<file path="src/rtl/bnn_neuron_driver.sv">
// Host-side sequencer for a BNN neuron: serialises weights, activations and threshold onto the
// neuron pins, starts it, waits (bounded) for done and returns fire/popcount over a handshake.
module bnn_neuron_driver #(
   parameter int N_BYTES = 2,
   parameter int TIMEOUT = 64
) (
   input  logic                   clk,
   input  logic                   rst_n,
   input  logic                   in_valid,
   output logic                   in_ready,
   input  logic [8*N_BYTES-1:0]   in_wgt,
   input  logic [8*N_BYTES-1:0]   in_act,
   input  logic [7:0]             in_thr,
   output logic                   out_valid,
   input  logic                   out_ready,
   output logic                   out_fire,
   output logic [5:0]             out_popcount,
   output logic                   out_timeout,
   output logic [7:0]             nrn_ui_in,
   output logic [7:0]             nrn_uio_in,
   input  logic [7:0]             nrn_uo_out,
   output logic                   nrn_ena
);

   localparam int IDX_W = $clog2(N_BYTES) + 1;
   localparam int WC_W  = (TIMEOUT > 1) ? $clog2(TIMEOUT) : 1;
   localparam int SH_W  = 16 * N_BYTES + 8;
   localparam logic [IDX_W-1:0] LAST_IDX  = IDX_W'(N_BYTES - 1);
   localparam logic [WC_W-1:0]  LAST_WAIT = WC_W'(TIMEOUT - 1);

   typedef enum logic [2:0] {
      ST_IDLE, ST_LOAD_W, ST_LOAD_A, ST_LOAD_T, ST_START, ST_WAIT, ST_RESP
   } state_t;

   typedef enum logic [2:0] {
      CMD_IDLE   = 3'd0,
      CMD_LOAD_W = 3'd1,
      CMD_LOAD_A = 3'd2,
      CMD_LOAD_T = 3'd3,
      CMD_START  = 3'd4
   } cmd_t;

   state_t            state;
   cmd_t              cmd_q;
   logic [IDX_W-1:0]  byte_idx;
   logic [WC_W-1:0]   wait_cnt;
   logic [SH_W-1:0]   shift_q;

   assign nrn_uio_in = {5'b00000, cmd_q};

   // The whole payload is one byte stream (weights, activations, threshold, LSB first), so a single
   // shift register feeds nrn_ui_in; byte_idx only decides when the command code advances.
   always_ff @(posedge clk or negedge rst_n) begin
      if (!rst_n) begin
         state        <= ST_IDLE;
         cmd_q        <= CMD_IDLE;
         byte_idx     <= '0;
         wait_cnt     <= '0;
         shift_q      <= '0;
         in_ready     <= 1'b0;
         out_valid    <= 1'b0;
         out_fire     <= 1'b0;
         out_popcount <= 6'd0;
         out_timeout  <= 1'b0;
         nrn_ui_in    <= 8'd0;
         nrn_ena      <= 1'b0;
      end else begin
         case (state)
            ST_IDLE: begin
               in_ready <= 1'b1;
               if (in_valid && in_ready) begin
                  in_ready  <= 1'b0;
                  nrn_ena   <= 1'b1;
                  cmd_q     <= CMD_LOAD_W;
                  nrn_ui_in <= in_wgt[7:0];
                  shift_q   <= {in_thr, in_act, in_wgt} >> 8;
                  byte_idx  <= '0;
                  state     <= ST_LOAD_W;
               end
            end
            ST_LOAD_W: begin
               nrn_ui_in <= shift_q[7:0];
               shift_q   <= shift_q >> 8;
               if (byte_idx == LAST_IDX) begin
                  byte_idx <= '0;
                  cmd_q    <= CMD_LOAD_A;
                  state    <= ST_LOAD_A;
               end else begin
                  byte_idx <= byte_idx + 1'b1;
               end
            end
            ST_LOAD_A: begin
               nrn_ui_in <= shift_q[7:0];
               shift_q   <= shift_q >> 8;
               if (byte_idx == LAST_IDX) begin
                  byte_idx <= '0;
                  cmd_q    <= CMD_LOAD_T;
                  state    <= ST_LOAD_T;
               end else begin
                  byte_idx <= byte_idx + 1'b1;
               end
            end
            ST_LOAD_T: begin
               nrn_ui_in <= 8'd0;
               cmd_q     <= CMD_START;
               state     <= ST_START;
            end
            ST_START: begin
               cmd_q    <= CMD_IDLE;
               wait_cnt <= '0;
               state    <= ST_WAIT;
            end
            // Done wins over an expiring timeout in the same cycle.
            ST_WAIT: begin
               if (nrn_uo_out[7]) begin
                  out_fire     <= nrn_uo_out[6];
                  out_popcount <= nrn_uo_out[5:0];
                  out_timeout  <= 1'b0;
                  out_valid    <= 1'b1;
                  nrn_ena      <= 1'b0;
                  state        <= ST_RESP;
               end else if (wait_cnt == LAST_WAIT) begin
                  out_fire     <= 1'b0;
                  out_popcount <= 6'd0;
                  out_timeout  <= 1'b1;
                  out_valid    <= 1'b1;
                  nrn_ena      <= 1'b0;
                  state        <= ST_RESP;
               end else begin
                  wait_cnt <= wait_cnt + 1'b1;
               end
            end
            ST_RESP: begin
               if (out_ready) begin
                  out_valid <= 1'b0;
                  in_ready  <= 1'b1;
                  state     <= ST_IDLE;
               end
            end
            default: begin
               state <= ST_IDLE;
            end
         endcase
      end
   end

endmodule

</file>
<file path="config.mk">
export PLATFORM = sky130hd
export DESIGN_NAME = bnn_neuron_driver
export DESIGN_NICKNAME = d
export VERILOG_FILES = /design/src/rtl/bnn_neuron_driver.sv
export SDC_FILE = /design/constraint.sdc
export NUM_CORES = 1
export LEC_CHECK = 0
export ABC_AREA = 1
export CAP_MARGIN = 20
export CORE_MARGIN = 1
export CORE_UTILIZATION = 50
export CTS_CLUSTER_SIZE = 16
export DETAILED_ROUTE_END_ITERATION = 16
export PLACE_DENSITY_LB_ADDON = 0.3
export SLEW_MARGIN = 0
export SYNTH_ARGS = -nofsm -noshare
export SYNTH_HDL_FRONTEND = slang
export SYNTH_SLANG_ARGS = --single-unit
</file>
<file path="constraint.sdc">
create_clock -name clk -period 1.8 [get_ports clk]
set_input_delay 0.54 -clock clk [delete_from_list [all_inputs] [get_ports clk]]
set_output_delay 0.54 -clock clk [all_outputs]
set_load 0.05 [all_outputs]
</file>
# After elaboration in Yosys (flattened, before gate mapping)

Index checks and enable logic that the tools add are counted.

Output and inout bits: 27
Register bits: 73
Logic and storage cells: 82
Bits of input ports: 52

Reductions and logical operators: 20
Eq/ne operators: 15
Mux-type cells: 33
Add/sub/neg operators: 2

Operator list:

| cell                                                             | count |
|---|---|
| 40-bit one-hot mux with 2 select lines                           | 1 |
| 40-bit two-way mux                                               | 1 |
| 6-bit two-way mux                                                | 4 |
| 8-bit one-hot mux with 3 select lines                            | 1 |
| 3-bit one-hot mux with 7 select lines                            | 1 |
| 3-bit two-way mux                                                | 6 |
| 3-bit one-hot mux with 5 select lines                            | 1 |
| 2-bit != test (second input constant)                            | 6 |
| 6-bit one-hot mux with 2 select lines                            | 1 |
| 2-bit nonzero test                                               | 6 |
| 1-bit two-way mux                                                | 10 |
| 3-bit == test (second input constant)                            | 3 |
| 3-bit AND reduction                                              | 3 |
| 8-bit two-way mux                                                | 1 |
| 2-bit AND reduction                                              | 4 |
| 6-bit by 1-bit adder with 6-bit output (second input constant)   | 1 |
| 3-bit by 2-bit == test with 1-bit output (second input constant) | 2 |
| 6-bit == test (second input constant)                            | 1 |
| 1-bit one-hot mux with 2 select lines                            | 3 |
| 5-bit AND reduction                                              | 1 |
| 5-bit nonzero test                                               | 1 |
| 2-bit two-way mux                                                | 2 |
| 2-bit one-hot mux with 2 select lines                            | 1 |
| 4-bit AND reduction                                              | 1 |
| 8 further kinds                                                  | 8 |

# Logic depth before layout (Yosys ltp)

Depth in word-level cells: 4
Mapped depth: 10
Mapped depth without buffers: 9

# Least setup slack after synthesis

No wires, ideal clock.

Kind: reg2reg
Start: register in_ready
End: register shift_q[24]
Data arrival time: 1.354 ns
Stages on the path, launching flop included: 6
Buffers on the path: 1
Period minus slack after synthesis: 1.428 ns
Slack: 0.372 ns
Required time: 1.726 ns
Library setup time: 0.074 ns
Cells stage by stage: dfrtp_1 > nand4_4 > inv_1 > buf_4 > nand2_1 > o21ai_2

Longest elaborated chain between the ends: 3

RTL lines:

| element                       | RTL line | source |
|---|---|---|
| start: declaration            | 10       | `output logic in_ready,` |
| start signal: assignment      | 60       | `in_ready <= 1'b0;` |
| start signal: assignment      | 70       | `in_ready <= 1'b1;` |
| start signal: assignment      | 72       | `in_ready <= 1'b0;` |
| 1-bit logical AND             | 71       | `if (in_valid && in_ready) begin` |
| 2-bit != test (no line)       | --       |  |
| 2-bit AND reduction (no line) | --       |  |
| end signal: assignment        | 76       | `shift_q <= {in_thr, in_act, in_wgt} >> 8;` |
| end signal: assignment        | 83       | `shift_q <= shift_q >> 8;` |
| end signal: assignment        | 94       | `shift_q <= shift_q >> 8;` |
| end: declaration              | 47       | `logic [SH_W-1:0] shift_q;` |

Every way passes these cells.
A chain may end at the register's enable or synchronous reset.

# Worst setup path in the final report

Start: register state[1]
End: register shift_q[18]

Longest elaborated chain between the ends: 4
Elaborated cells on any way between the ends: 8
Those cells by class: eq/ne (3); mux (1); reduce/logical (4)

RTL lines:

| element                                                                                              | RTL line | source |
|---|---|---|
| start: declaration                                                                                   | 43       | `state_t state;` |
| start signal: assignment                                                                             | 55       | `state <= ST_IDLE;` |
| start signal: assignment                                                                             | 78       | `state <= ST_LOAD_W;` |
| start signal: assignment                                                                             | 87       | `state <= ST_LOAD_A;` |
| 3-bit by 2-bit == test with 1-bit output or 3-bit by 1-bit == test with 1-bit output (tied branches) | 68       | `case (state)` |
| 2-bit OR reduction (no line)                                                                         | --       |  |
| 2-bit nonzero test (no line)                                                                         | --       |  |
| 2-bit AND reduction (no line)                                                                        | --       |  |

Parallel ways exist; a longest one is shown, timed or not.

==> results.md <==
* RSZ-0062 raised after global routing: no
* Launch point of the worst path: state[1]
* Skew final at 0.006617 ns
* Worst Reg-to-Reg Cells at 5
* Hold_buf cts at 0
* CTS tree: done
* # diodes at 0
* Vias in the first global route at 2561
* Status: finished clean
* Synth area leaders: dfrtp_1, nand2_1, nor2_1
* Crit path time final at 1.644 ns
* Root buf cell: clkbuf_8
* Boundary Pins at 79
* Synthesis-stage register bit count at 65
* Die Height at 82.74 µm
* Synth Cell Area at 3259 µm²
* Crit-path max FO at 34
* Syn_area_per_cell at 8.252 µm²
* First drt pass iteration count at 5
* Skew-Pair Late Insertion Delay at 0.33 ns
* F_max at 608.3 MHz
* Req. time, crit path at 2.01 ns
* Routing usage on met3 at 4.066%
* Share of cells above drive strength 1 at 19.46%
* Crit-path cells: nand2_1 > nand3_2 > nand2_8 > o21ai_0 > nor2_1
* Worst setup SP type: register
* Buffers added on ports at 73
* Top cells by count, synth: nand2_1, nor2_1, dfrtp_1
* Area fraction of the dominant cell type after synthesis at 49.90%
* Drc violations at 0
* Number of setup buffers added after CTS at 0
* GR Util met1 at 29.55%
* CORE AREA at 6314 µm²
* Crit path kind: register to register
* Layout Nets at 531
* Hold_ws at 0.2011 ns
* Reg-to-Reg Start: state[1]
* Most frequent cell after synthesis: nand2_1
* Drt wl/cell at 12.38 µm
* Power Density at 1901 nW/µm²
* Final period utilization at 91.34%
* Fillers at 516
* CTS max path bufs at 2
* Die area at 6846 µm²
* Setup violators final at 0
* Top_reg_cell synth: dfrtp_1
* CTS buffer count at 9
* Met2 Use GR at 35.16%
* DP HPWL at 5.031 mm
* Seq/Total Area, Yosys at 49.90%
* GR Overflow Total at 0
* Post-synth ARST share at 100.0%
* Detailed Route WL at 6.931 mm
* Critical R2R Capture: shift_q[18]
* Distinct cells, synth at 29
* Row count at 29
* Placer's final routability congestion estimate at 0.8244
* Initial antenna violation count at 0
* Worst path arrival time at 1.85 ns
* Gr busiest metal: met2
* Fin. Hold Viols at 0
* Peak supply drop at 1428 µV
* Crit-path max cell delay at 0.48 ns
* Final Util at 68.29%
* Routed vias/inst at 5.009
* Max-cap violations at 0
* First-pass GRT wire length at 11.42 mm
* Clock sinks at 65
* Synth area leader: dfrtp_1
* H-tree Lvls at 3
* Crit. End Element: register
* R2R setup slack at 0.16 ns
* EDFF count, synth at 0
* DIE WIDTH at 82.74 µm
* Post-DRT Antenna Nets at 0
* Via count at 2805
* Largest net degree at the start of global routing at 66
* Tot GR Track Use at 22.16%
* Leak at 2.126 nW
* Starting DRT DRC Count at 207
* Slowest library cell on the worst path: dfrtp_1
* Reg clk slew, reported paths at 0.07 ns
* Setup crit end: shift_q[18]
* Area delta synth->final at 32.28%
* Syn Inst Count at 395
* Count of pins over their slew limit at 0
* HP Class: primary input to async pin
* Yosys warns at 0
* Starting Density at 51.63%
worst min path at each step:
stage | start | endpoint | slack [ns] | cells after the start
final | rst_n | nrn_ui_in[4] | 0.20 | 2
after global routing | rst_n | nrn_ui_in[6] | 0.24 | 2
after CTS | rst_n | nrn_ui_in[6] | 0.22 | 2
after detailed placement | out_popcount[2] | out_popcount[2] | 0.46 | 2
after global placement | out_popcount[3] | out_popcount[3] | 0.46 | 2
after floorplan | rst_n | byte_idx[0] | 0.24 | 0
metrics by stage:
stage / TNS [ns] / power [W] / cells / setup WS [ns] / area [µm²]
finish: 0 / 0.008195 / 560 / 0.1559 / 4312
global route: 0 / 0.008842 / 560 / 0.004167 / 4312
CTS: 0 / 0.008240 / 560 / 0.1122 / 4302
detailed placement: -1.979 / 0.007127 / 544 / -0.1162 / 4128
global placement: -1.208 / 0.006970 / 544 / -0.08088 / 4128
floorplan: 0 / 0.005919 / 399 / 0.3717 / 3274
layer usage:
layer  vias up  routed length (µm)
li1       1390                   -
met1      1329                2965
met2        79                3576
met3         7                 324
met4         0                  64
met5         -                   0
worst max-delay path, delay by kind of cell (launching register included):
| family | cells | cell delay [ns] |
|---|---|---|
| flops | 1 | 0.48 |
| simple gates | 4 | 0.79 |
| compound gates | 1 | 0.25 |
layout by cell type, fill, tap and decap left out, drive strengths merged:
cell	n
buf	34
clkbuf	13
clkdlybuf4s50	50
o21bai	2
inv	30
a21oi	4
xnor2	1
nand2	134
o21a	1
nand3	16
clkinv	3
nand4	3
conb	5
a21boi	1
nor3	17
or2	1
o21ai	23
dfrtp	65
ha	1
nor2	79
power by group:
part           internal (W)  switching (W)  leakage (nW)
clock              0.000570       0.000523        0.0932
combinational       0.00163        0.00289          1.23
sequential          0.00215       0.000434         0.803
final cells by class:
class	instances	area, µm²	area share (%)
Clock buffer	13	158.9	3.685
Clock inverter	3	15.01	0.3482
Inverter	30	115.1	2.670
Multi-Input combinational cell	288	1409	32.68
Sequential cell	65	1627	37.72
Tap cell	77	96.34	2.234
Timing Repair Buffer	84	890.9	20.66
registers in the layout (all words and copies together), names as in the netlist:
register / cells
shift_q: 32
nrn_ui_in: 8
out_popcount: 6
wait_cnt: 6
cmd_q: 3
state: 3
byte_idx: 2
in_ready: 1
nrn_ena: 1
out_fire: 1
out_timeout: 1
out_valid: 1
repair_timing:
item,4_1_cts,5_1_grt
endpoints found under the hold margin,0,0
gates resized for setup,0,4
endpoints found under the setup margin,0,21
kinds of logic (layout without fill, tap and decap cells):
logic type	after synthesis	in the layout	synth area share (%)
buffers and inverters	46	130	7.562
other	1	5	0.1151
xor gates and xnor gates	1	1	0.2688
DFF	65	65	49.90
AOI/OAI and AO/OA	31	31	6.679
adders and majority gates	1	1	0.3838
and+or+nand+nor	250	250	35.09
Power figures use the tool's default switching activity.
==> edit: new RTL, same settings <==
Re-encode `state_t` (7 states) as one-hot, 7 bits wide.
--- a/src/rtl/bnn_neuron_driver.sv
+++ b/src/rtl/bnn_neuron_driver.sv
@@ -28,8 +28,8 @@
    localparam logic [IDX_W-1:0] LAST_IDX  = IDX_W'(N_BYTES - 1);
    localparam logic [WC_W-1:0]  LAST_WAIT = WC_W'(TIMEOUT - 1);
 
-   typedef enum logic [2:0] {
-      ST_IDLE, ST_LOAD_W, ST_LOAD_A, ST_LOAD_T, ST_START, ST_WAIT, ST_RESP
+   typedef enum logic [6:0] {
+      ST_IDLE = 7'b0000001, ST_LOAD_W = 7'b0000010, ST_LOAD_A = 7'b0000100, ST_LOAD_T = 7'b0001000, ST_START = 7'b0010000, ST_WAIT = 7'b0100000, ST_RESP = 7'b1000000
    } state_t;
 
    typedef enum logic [2:0] {
Formal check against the unedited RTL: same outputs for any inputs over 10 cycles, from zero or initial values and one cycle with rst_n low; not proved beyond that.
==> edit against the unedited design <==
Core utilization down 0.11 points. Worst setup slack worse by 0.016 ns. Routed wire length up 7.5%. Largest power group unchanged. Final area up 7.4%. Area after synthesis up 7.8%. Highest routed layer unchanged. Total power down 9.2%. Sequential cell count up 4. Non-clock buffer count unchanged. Synthesized cell count up 17%. Sequential share of layout area down 0.42 points.
==> edit: results (changes against the unedited design) <==
largest net degree at the start of global routing - 34 (-48%)
nets - 597 (+12%)
GPL Wtd Cong - 0.873 (+5.9%)
M3 GR Usage - 4.72% (+0.65 points)
leakage - 2.47 nW (+16%)
First-pass DRT Iterations - 4 (-1)
CP startpoint - state[0]
Detail Placement HPWL - 5.28 mm (+5.0%)
vias in the first global route - 2990 (+17%)
initial DRC count - 155 (-25%)
crit path DAT - 1.90 ns (+0.05 ns)
first-pass GRT wire length - 13.0 mm (+14%)
Fill cells - 585 (+13%)
Sequential Power Share - 32.8% (+1.3 points)
Gate Count Post-Synth - 463 (+17%)
drt via density - 4.75 (-5.2%)
placed insts - 629 (+16%)
status - finished, final reports clean
skew final - 0.00502 ns (-0.00160 ns)
Worst VDD drop - 0.896 mV (-37%)
initial antenna violation count - 0 (unchanged)
Final non-clock buffer share - 20.0% (-0.62 points)
sequential fraction of the synthesis area - 49.2% (-0.72 points)
critical path endpoint - shift_q[1]
Top Registers - shift_q x32, nrn_ui_in x8, state x7
WL met2 - 3.62 mm (+1.1%)
All-Layer GR Usage - 22.8% (+0.67 points)
number of multi-input logic gates - 355 (+23%)
Synth cell types - 28 (-3.4%)
Tcrit/Tclk final - 92.2% (+0.87 points)
FF-to-FF setup slack - 0.14 ns (-0.02 ns)
Seq/total area - 37.3% (-0.42 points)
met1 Usage GRT - 28.2% (-1.4 points)
fraction of area in multi-input gates - 33.4% (+0.71 points)
top post-synthesis cells by count - nand2_1 (261), dfrtp_1 (68), nor2_1 (29), nand3_1 (22), inv_1 (21)
dpl ws - -0.111 ns (+0.00526 ns)
Area after DPL - 4410 um^2 (+6.9%)
CP max stage cell - dfstp_2
worst-case reg-to-reg path depth - 8 (+3)
GR Util met2 - 39.2% (+4.0 points)
ClkCell Share - 4.54% (+0.50 points)
net switching power - 0.00322 W (-16%)
Final Power - 0.00744 W (-9.2%)
CP peak stage delay - 0.56 ns (+0.08 ns)
seq_cells - 69 (+6.2%)
mapped cell area - 3510 um^2 (+7.8%)
clock buffers - 11 (-2)
clk_lat worst skew - 0.35 ns (+0.02 ns)
routed length per instance - 11.5 um (-6.7%)
Post-Route M1 WL - 3.40 mm (+15%)
Clk pwr share - 17.7% (+4.4 points)
largest cells by area after synthesis - dfrtp_1 (48%), nand2_1 (28%), nand3_1 (3.1%), nor2_1 (3.1%), buf_6 (2.6%)
Inverters, non-clock - 25 (-17%)
Via Count - 3064 (+9.2%)
CP max FO - 9 (-74%)
layout cells sized above 1 - 13.5% (-6.0 points)
multi-input logic area - 1550 um^2 (+9.8%)
edit: worst min-delay path by stage:
| stage | start | endpoint | slack [ns] | cells after the start |
|---|---|---|---|---|
| after floorplan | rst_n | byte_idx[0] | 0.24 | 0 |
| after global placement | shift_q[27] | shift_q[27] | 0.46 | 2 |
| after detailed placement | shift_q[26] | shift_q[26] | 0.46 | 2 |
| after CTS | rst_n | nrn_ui_in[6] | 0.15 | 1 |
| after global routing | rst_n | nrn_ui_in[6] | 0.16 | 1 |
| final | rst_n | nrn_ui_in[6] | 0.14 | 1 |
edit: timing repair:
| item | CTS | global route |
|---|---|---|
| endpoints found under the hold margin | 0 | 0 |
| setup endpoints to repair | 0 | 8 |
| gates resized for setup | 0 | 3 |
edit: cell families after synthesis:
| logic type | share of synthesized area (%) |
|---|---|
| other | 0.107 |
| xor gates and xnor gates | 0.249 |
| and+or+nand+nor | 38.7 |
| AOI/OAI and AO/OA | 4.02 |
| DFF | 49.2 |
| buffers and inverters | 7.37 |
| adders and majority gates | 0.356 |
